`src/rtl/can_mc_if_pkg.sv`:
```
// -----------------------------------------------------------------------------
// can_mc_if_pkg
// Shared types and constants for the CAN microcontroller register interface.
//   state_t     : transaction FSM states
//   ADDR_LIMIT  : first byte address outside the register map
//   TIMEOUT_LEN : READ_WAIT cycles before giving up (used only when
//                 CAN_MC_IF_TIMEOUT_EN is defined)
//   RS_W        : width of the one-hot register-select vector
// -----------------------------------------------------------------------------
package can_mc_if_pkg;

   typedef enum logic [2:0] {
      IDLE,
      READ_WAIT,
      WRITE,
      DONE,
      ERR
   } state_t;

   localparam logic [5:0] ADDR_LIMIT  = 6'h30;
   localparam int         TIMEOUT_LEN = 16;
   localparam int         TIMEOUT_W   = $clog2(TIMEOUT_LEN);
   localparam int         RS_W        = 31;

endpackage

```
`src/rtl/can_mc_if_addr_dec.sv`:
```
// -----------------------------------------------------------------------------
// can_mc_if_addr_dec
// Combinational register-address decoder.
//   i_addr    : register byte address (word aligned, registers are 16-bit apart)
//   o_valid   : address is even and below ADDR_LIMIT
//   o_one_hot : one-hot select, bit = i_addr[5:1]; all zero when invalid
// -----------------------------------------------------------------------------
module can_mc_if_addr_dec
   import can_mc_if_pkg::*;
(
   input  logic [5:0]      i_addr,
   output logic            o_valid,
   output logic [RS_W-1:0] o_one_hot
);

   always_comb begin
      o_valid   = (i_addr[0] == 1'b0) && (i_addr < ADDR_LIMIT);
      o_one_hot = '0;
      // Valid indices stop at 23, so bits 24..30 can never be reached.
      if (o_valid) begin
         o_one_hot = RS_W'(1) << i_addr[5:1];
      end
   end

endmodule

```
`src/rtl/can_mc_if.sv`:
```
// -----------------------------------------------------------------------------
// can_mc_if
// Bridges a wrapper-side chip-select bus onto the CAN configuration register
// block. Each new request on the wrapper side becomes one register access:
// reads wait for i_reg_ack, writes take a single cycle. Completion is signalled
// by a one-cycle o_ack, decode or register errors by a one-cycle o_error.
//
// Ports
//   i_sys_clk    : system clock, rising edge
//   i_reset      : synchronous, active-high reset
//   i_bus_data   : write data from wrapper
//   i_addr       : register byte address from wrapper
//   i_r_neg_w    : 1 = read, 0 = write
//   i_cs         : chip select
//   o_reg_data   : last completed read data
//   o_ack        : transaction-complete pulse
//   o_error      : error pulse
//   i_reg_r_data : read data from configuration register
//   i_reg_ack    : read-complete strobe from configuration register
//   i_reg_error  : error strobe from configuration register
//   o_reg_w_bus  : last valid write data
//   o_rs_vector  : one-hot register select
//   o_r_neg_w    : direction to configuration register
//
// Build option
//   CAN_MC_IF_TIMEOUT_EN : READ_WAIT aborts to ERR after TIMEOUT_LEN cycles
//                          without i_reg_ack. Undefined: waits indefinitely.
// -----------------------------------------------------------------------------
module can_mc_if
   import can_mc_if_pkg::*;
(
   input  logic            i_sys_clk,
   input  logic            i_reset,
   input  logic [31:0]     i_bus_data,
   input  logic [5:0]      i_addr,
   input  logic            i_r_neg_w,
   input  logic            i_cs,
   output logic [31:0]     o_reg_data,
   output logic            o_ack,
   output logic            o_error,
   input  logic [31:0]     i_reg_r_data,
   input  logic            i_reg_ack,
   input  logic            i_reg_error,
   output logic [31:0]     o_reg_w_bus,
   output logic [RS_W-1:0] o_rs_vector,
   output logic            o_r_neg_w
);

   state_t          state_q, state_n;
   logic            cs_q;
   logic            last_vld_q, last_vld_n;
   logic [6:0]      last_req_q, last_req_n;
   logic [6:0]      req;
   logic            start;
   logic            addr_valid;
   logic [RS_W-1:0] addr_one_hot;
   logic [RS_W-1:0] rs_n;
   logic            rnw_n;
   logic [31:0]     data_n;
   logic [31:0]     wbus_n;
   logic            ack_n;
   logic            err_n;
`ifdef CAN_MC_IF_TIMEOUT_EN
   logic [TIMEOUT_W-1:0] to_cnt_q, to_cnt_n;
`endif

   can_mc_if_addr_dec u_addr_dec (
      .i_addr    (i_addr),
      .o_valid   (addr_valid),
      .o_one_hot (addr_one_hot)
   );

   // A request that stays asserted and unchanged after completing must not
   // launch a second access; a fresh chip-select edge or a new command does.
   assign req   = {i_r_neg_w, i_addr};
   assign start = i_cs && (!cs_q || !last_vld_q || (req != last_req_q));

   always_comb begin
      state_n    = state_q;
      rs_n       = o_rs_vector;
      rnw_n      = o_r_neg_w;
      data_n     = o_reg_data;
      wbus_n     = o_reg_w_bus;
      last_vld_n = last_vld_q;
      last_req_n = last_req_q;
`ifdef CAN_MC_IF_TIMEOUT_EN
      to_cnt_n   = '0;
`endif
      case (state_q)
         IDLE: begin
            if (start) begin
               last_vld_n = 1'b1;
               last_req_n = req;
               if (!addr_valid) begin
                  state_n = ERR;
               end else if (i_r_neg_w) begin
                  rs_n    = addr_one_hot;
                  rnw_n   = 1'b1;
                  state_n = READ_WAIT;
               end else begin
                  wbus_n  = i_bus_data;
                  rs_n    = addr_one_hot;
                  rnw_n   = 1'b0;
                  state_n = WRITE;
               end
            end
         end
         READ_WAIT: begin
            // Dropping chip select is a silent abort: no ack, no error.
            if (!i_cs) begin
               rs_n    = '0;
               state_n = IDLE;
            end else if (i_reg_error) begin
               rs_n    = '0;
               state_n = ERR;
            end else if (i_reg_ack) begin
               data_n  = i_reg_r_data;
               rs_n    = '0;
               state_n = DONE;
            end
`ifdef CAN_MC_IF_TIMEOUT_EN
            else if (to_cnt_q == TIMEOUT_W'(TIMEOUT_LEN - 1)) begin
               rs_n    = '0;
               state_n = ERR;
            end else begin
               to_cnt_n = to_cnt_q + 1'b1;
            end
`endif
         end
         WRITE: begin
            rs_n    = '0;
            state_n = i_reg_error ? ERR : DONE;
         end
         DONE:    state_n = IDLE;
         ERR:     state_n = IDLE;
         default: state_n = IDLE;
      endcase
      // Pulses are registered so they coincide exactly with DONE / ERR.
      ack_n = (state_n == DONE);
      err_n = (state_n == ERR);
   end

   always_ff @(posedge i_sys_clk) begin
      if (i_reset) begin
         state_q     <= IDLE;
         cs_q        <= 1'b0;
         last_vld_q  <= 1'b0;
         last_req_q  <= '0;
         o_rs_vector <= '0;
         o_r_neg_w   <= 1'b0;
         o_reg_data  <= '0;
         o_reg_w_bus <= '0;
         o_ack       <= 1'b0;
         o_error     <= 1'b0;
`ifdef CAN_MC_IF_TIMEOUT_EN
         to_cnt_q    <= '0;
`endif
      end else begin
         state_q     <= state_n;
         cs_q        <= i_cs;
         last_vld_q  <= last_vld_n;
         last_req_q  <= last_req_n;
         o_rs_vector <= rs_n;
         o_r_neg_w   <= rnw_n;
         o_reg_data  <= data_n;
         o_reg_w_bus <= wbus_n;
         o_ack       <= ack_n;
         o_error     <= err_n;
`ifdef CAN_MC_IF_TIMEOUT_EN
         to_cnt_q    <= to_cnt_n;
`endif
      end
   end

endmodule

```
`config.mk`:
```
export PLATFORM = sky130hd
export DESIGN_NAME = can_mc_if
export DESIGN_NICKNAME = d
export VERILOG_FILES = /design/src/rtl/can_mc_if_pkg.sv /design/src/rtl/can_mc_if_addr_dec.sv /design/src/rtl/can_mc_if.sv
export SDC_FILE = /design/constraint.sdc
export NUM_CORES = 1
export LEC_CHECK = 0
export BUFFER_PORTS_ARGS = -buffer_cell sky130_fd_sc_hd__buf_4
export CORE_ASPECT_RATIO = 0.8
export CORE_MARGIN = 4
export CORE_UTILIZATION = 47
export CTS_CLUSTER_SIZE = 20
export DETAILED_ROUTE_END_ITERATION = 7
export MAX_ROUTING_LAYER = met4
export PLACE_DENSITY = 0.88
export SETUP_SLACK_MARGIN = 0.1
export SLEW_MARGIN = 5
export SYNTH_ARGS = -nofsm -noshare
export SYNTH_HDL_FRONTEND = slang
export SYNTH_SLANG_ARGS = --single-unit
```
`constraint.sdc`:
```
create_clock -name i_sys_clk -period 2.08 [get_ports i_sys_clk]
set_input_delay 0.104 -clock i_sys_clk [delete_from_list [all_inputs] [get_ports i_sys_clk]]
set_output_delay 0.104 -clock i_sys_clk [all_outputs]
set_load 0.02 [all_outputs]
```
==> flow_results.xml <==
<?xml version="1.0" encoding="UTF-8"?>
<metrics>
  <group name="synth">
    <metric name="portion_of_the_post_synthesis_area_used_by_sequential_elements" unit="%">54.1</metric>
    <metric name="dominantRegCellSynth" unit="">sky130_fd_sc_hd__dfxtp_1</metric>
    <metric name="post_synth_instance_area" unit="µm²">4070</metric>
    <metric name="synth_commonest_cells" unit="">sky130_fd_sc_hd__nand2_1 (135), sky130_fd_sc_hd__dfxtp_1 (110), sky130_fd_sc_hd__a21oi_1 (68)</metric>
    <metric name="yosys_register_bits" unit="">110</metric>
    <metric name="syn_inst" unit="">470</metric>
    <metric name="synth_edf_count" unit="">0</metric>
    <metric name="synth_top_cells_by_area" unit="">sky130_fd_sc_hd__dfxtp_1 (54%), sky130_fd_sc_hd__nand2_1 (12%), sky130_fd_sc_hd__a21oi_1 (8.4%)</metric>
    <metric name="synth-warning-count" unit="">0</metric>
    <metric name="netlist.top_cell.by_area" unit="">sky130_fd_sc_hd__dfxtp_1</metric>
    <metric name="synth.net_count" unit="">546</metric>
    <metric name="syn_avg_cell_area" unit="µm²">8.67</metric>
    <metric name="yosys.cell_types.count" unit="">42</metric>
    <metric name="synth_async_sr_flop_share" unit="%">0</metric>
    <metric name="synth_most_common_cell" unit="">sky130_fd_sc_hd__nand2_1</metric>
    <metric name="netlist.area_leader.share" unit="%">54.1</metric>
  </group>
  <group name="setup_path">
    <metric name="cp_max_fo" unit="">10</metric>
    <metric name="cp-start-kind" unit="">flip-flop</metric>
    <metric name="worst_r2r_endpoint" unit="">o_rs_vector[15]</metric>
    <metric name="cp-endpoint" unit="">o_rs_vector[15]</metric>
    <metric name="worstRegToRegCells" unit="">5</metric>
    <metric name="critical_path.startpoint" unit="">state_q[1]</metric>
    <metric name="timing.critical_path.required" unit="ns">2.37</metric>
    <metric name="rr_startpoint" unit="">state_q[1]</metric>
    <metric name="critPathKind" unit="">flip-flop to flip-flop</metric>
    <metric name="rrSetupSlack" unit="ns">0.20</metric>
    <metric name="timing.critical_path.arrival" unit="ns">2.17</metric>
    <metric name="endpoint_kind" unit="">flip-flop</metric>
  </group>
  <group name="layout">
    <metric name="drive_above_1_share" unit="%">30.7</metric>
    <metric name="layout.filler_cells" unit="">561</metric>
    <metric name="utilization" unit="%">74.9</metric>
    <metric name="layout.nets" unit="">769</metric>
    <metric name="area.growth.synth_to_final" unit="%">55.3</metric>
    <metric name="instances_no_fill" unit="">810</metric>
    <metric name="register_area" unit="µm²">2200</metric>
    <metric name="multi_input_gate_area" unit="µm²">1700</metric>
    <metric name="n_antenna_cell" unit="">0</metric>
    <metric name="finalInstanceArea" unit="µm²">6330</metric>
  </group>
  <group name="placement">
    <metric name="detailed_place.area" unit="µm²">5490</metric>
    <metric name="dpl.cell_count" unit="">733</metric>
    <metric name="io_buffer_count" unit="">173</metric>
    <metric name="hpwl" unit="µm">8300</metric>
    <metric name="place_congestion" unit="">0.842</metric>
  </group>
  <group name="global_routing">
    <metric name="number_of_antenna_violations_at_the_first_check_in_global_routing" unit="">0</metric>
    <metric name="global_route.peak_usage_layer" unit="">met2</metric>
    <metric name="global_route.usage.total" unit="%">25.3</metric>
    <metric name="via_count_of_the_first_global_routing_pass" unit="">4197</metric>
    <metric name="global_route_met1_usage" unit="%">30.2</metric>
    <metric name="grt_use_met3" unit="%">5.86</metric>
    <metric name="grt-ovfl-total" unit="">0</metric>
    <metric name="first_pass_grt_wire_length" unit="µm">20700</metric>
    <metric name="grt_util_met2" unit="%">42.7</metric>
    <metric name="grt_max_degree" unit="">54</metric>
  </group>
  <group name="clocking">
    <metric name="cts_max_path_buffers" unit="">2</metric>
    <metric name="htree_levels" unit="">3</metric>
    <metric name="numCtsBuffers" unit="">9</metric>
    <metric name="insertion_delay" unit="ns">0.36</metric>
    <metric name="postCtsSetupBuffers" unit="">0</metric>
    <metric name="root_buffer" unit="">sky130_fd_sc_hd__clkbuf_8</metric>
    <metric name="clk_pin_slew" unit="ns">0.11</metric>
    <metric name="tritoncts" unit="">built</metric>
    <metric name="cts_num_sinks" unit="">110</metric>
  </group>
  <group name="die">
    <metric name="fp.dieH" unit="µm">91.3</metric>
    <metric name="initial_utilization" unit="%">48.2</metric>
    <metric name="pin_count" unit="">174</metric>
    <metric name="design.die.area" unit="µm²">10200</metric>
    <metric name="core_region_area" unit="µm²">8450</metric>
    <metric name="row_count" unit="">30</metric>
    <metric name="chip_width" unit="µm">112</metric>
  </group>
  <group name="power_and_ir_drop">
    <metric name="ir_worst_vdd" unit="mV">0.467</metric>
    <metric name="leakagePower" unit="nW">2.70</metric>
    <metric name="powerDensity" unit="nW/µm²">639</metric>
  </group>
  <group name="timing">
    <metric name="fmax" unit="MHz">533</metric>
    <metric name="period_share" unit="%">90.2</metric>
    <metric name="setup_violations" unit="">0</metric>
    <metric name="max_slew_margin" unit="%">63.9</metric>
    <metric name="grt_setup_unrepaired" unit="">yes</metric>
    <metric name="fin_tns_setup" unit="ns">0</metric>
    <metric name="timing.final.hold_violations" unit="">0</metric>
    <metric name="period_needed" unit="ns">1.88</metric>
    <metric name="slew_viol_final" unit="">0</metric>
    <metric name="worst_slew_pin_slew" unit="ns">0.541</metric>
    <metric name="final.setup_skew" unit="ns">0.0106</metric>
  </group>
  <group name="detailed_routing">
    <metric name="routed_wire_length_per_instance" unit="µm">16.2</metric>
    <metric name="drt_first_pass_iters" unit="">5</metric>
    <metric name="detail_route.vias_per_cell" unit="">5.28</metric>
    <metric name="dr.first_iter.drc_count" unit="">255</metric>
    <metric name="drt_drc_violations_left" unit="">0</metric>
    <metric name="vias" unit="">4277</metric>
    <metric name="ant_nets" unit="">0</metric>
    <metric name="postRouteWirelength" unit="µm">13100</metric>
  </group>
  <group name="outcome">
    <metric name="outcome" unit="">finished clean</metric>
  </group>
  <group name="hold_path">
    <metric name="hold_class" unit="">input port to flip-flop</metric>
  </group>
  <group name="job">
    <metric name="max-cap-violations" unit="">0</metric>
  </group>
</metrics>
[worst max-delay path, stage by stage (launching register included)]
cell,delay [ns]
sky130_fd_sc_hd__dfxtp_1,0.37
sky130_fd_sc_hd__o21bai_4,0.19
sky130_fd_sc_hd__a2111oi_2,0.38
sky130_fd_sc_hd__a21bo_4,0.32
sky130_fd_sc_hd__or3_4,0.40
sky130_fd_sc_hd__o2bb2ai_1,0.15
[routing by layer]
layer	share of wire (%)	vias up	wire [µm]
li1	-	2032	-
met1	40	2031	5260
met2	51	189	6720
met3	6.8	25	899
met4	1.9	0	251
met5	0	-	0
[registers in the layout (all words and copies together) (netlist names)]
name         flops
o_reg_data      32
o_reg_w_bus     32
o_rs_vector     31
last_req_q       7
state_q          3
cs_q             1
last_vld_q       1
o_ack            1
o_error          1
o_r_neg_w        1
[logic make-up (layout without fill, tap and decap cells)]
kind of cell | count (synthesis) | in the layout | share of synthesized area (%)
AOI/OAI and AO/OA | 106 | 106 | 16.2
xor gates and xnor gates | 7 | 7 | 1.50
buffers and inverters | 43 | 271 | 4.70
DFF | 110 | 110 | 54.1
muxes | 8 | 8 | 1.97
and+or+nand+nor | 196 | 196 | 21.6
[layout make-up]
class / count / share of cell area (%)
inverters: 7 / 0.415
flip-flops and latches: 110 / 34.8
clock buffers: 11 / 2.23
well taps: 112 / 2.22
repair buffers: 248 / 32.4
multi-input cells: 317 / 26.8
clock inverters: 5 / 1.05
[timing repair]
| item | in CTS | in global routing |
|---|---|---|
| gates resized for setup | 0 | 4 |
| hold endpoints to repair | 61 | 0 |
| setup endpoints to repair | 0 | 18 |
| hold buffers | 61 | 0 |
[through the flow]
step	worst slack (ns)	hold slack, ns	total power (W)
global placement	0.250	0.350	0.00263
CTS	0.157	0.000626	0.00406
finish	0.203	0.0209	0.00404
detailed placement	0.163	0.363	0.00265
global route	0.0748	0.00826	0.00421
floorplan	0.292	0.240	0.00244
[how the worst min path moves through the flow]
| stage | startpoint | end | slack [ns] | depth (start not counted) |
|---|---|---|---|---|
| final | i_bus_data[31] | o_reg_w_bus[31] | 0.02 | 3 |
| after detailed placement | i_reg_r_data[14] | o_reg_data[14] | 0.36 | 3 |
| after floorplan | i_bus_data[0] | o_reg_w_bus[0] | 0.24 | 2 |
| after CTS | i_bus_data[31] | o_reg_w_bus[31] | 0.0006 | 3 |
| after global placement | i_reg_r_data[5] | o_reg_data[5] | 0.35 | 3 |
| after global routing | i_bus_data[20] | o_reg_w_bus[20] | 0.008 | 3 |
[power breakdown]
group,internal [W],switching [W]
clock,0.000606,0.000721
combinational,0.000282,0.000260
sequential,0.00215,0.0000264
total,0.00303,0.00101
[layout by cell type (no fill, tap or decap), types with 2 or more instances in the layout]
master and n:
sky130_fd_sc_hd__nand3b_1 2, sky130_fd_sc_hd__a2111oi_0 2, sky130_fd_sc_hd__nand2b_1 5, sky130_fd_sc_hd__o2bb2ai_1 4, sky130_fd_sc_hd__nor2b_1 3, sky130_fd_sc_hd__a22o_1 4, sky130_fd_sc_hd__buf_12 3, sky130_fd_sc_hd__nor2_1 14
sky130_fd_sc_hd__a21oi_1 68, sky130_fd_sc_hd__mux2i_1 8, sky130_fd_sc_hd__o21ai_0 9, sky130_fd_sc_hd__and3_1 7, sky130_fd_sc_hd__nand2_1 135, sky130_fd_sc_hd__nor4_1 4, sky130_fd_sc_hd__buf_4 184, sky130_fd_sc_hd__a21o_1 2
sky130_fd_sc_hd__dlygate4sd3_1 61, sky130_fd_sc_hd__nand4_1 4, sky130_fd_sc_hd__clkbuf_8 10, sky130_fd_sc_hd__dfxtp_1 110, sky130_fd_sc_hd__inv_1 7, sky130_fd_sc_hd__a32o_1 8, sky130_fd_sc_hd__nor4_2 3, sky130_fd_sc_hd__nor3_1 3
sky130_fd_sc_hd__nand3_1 8, sky130_fd_sc_hd__xor2_1 7
(Power assumes the default switching activity.)
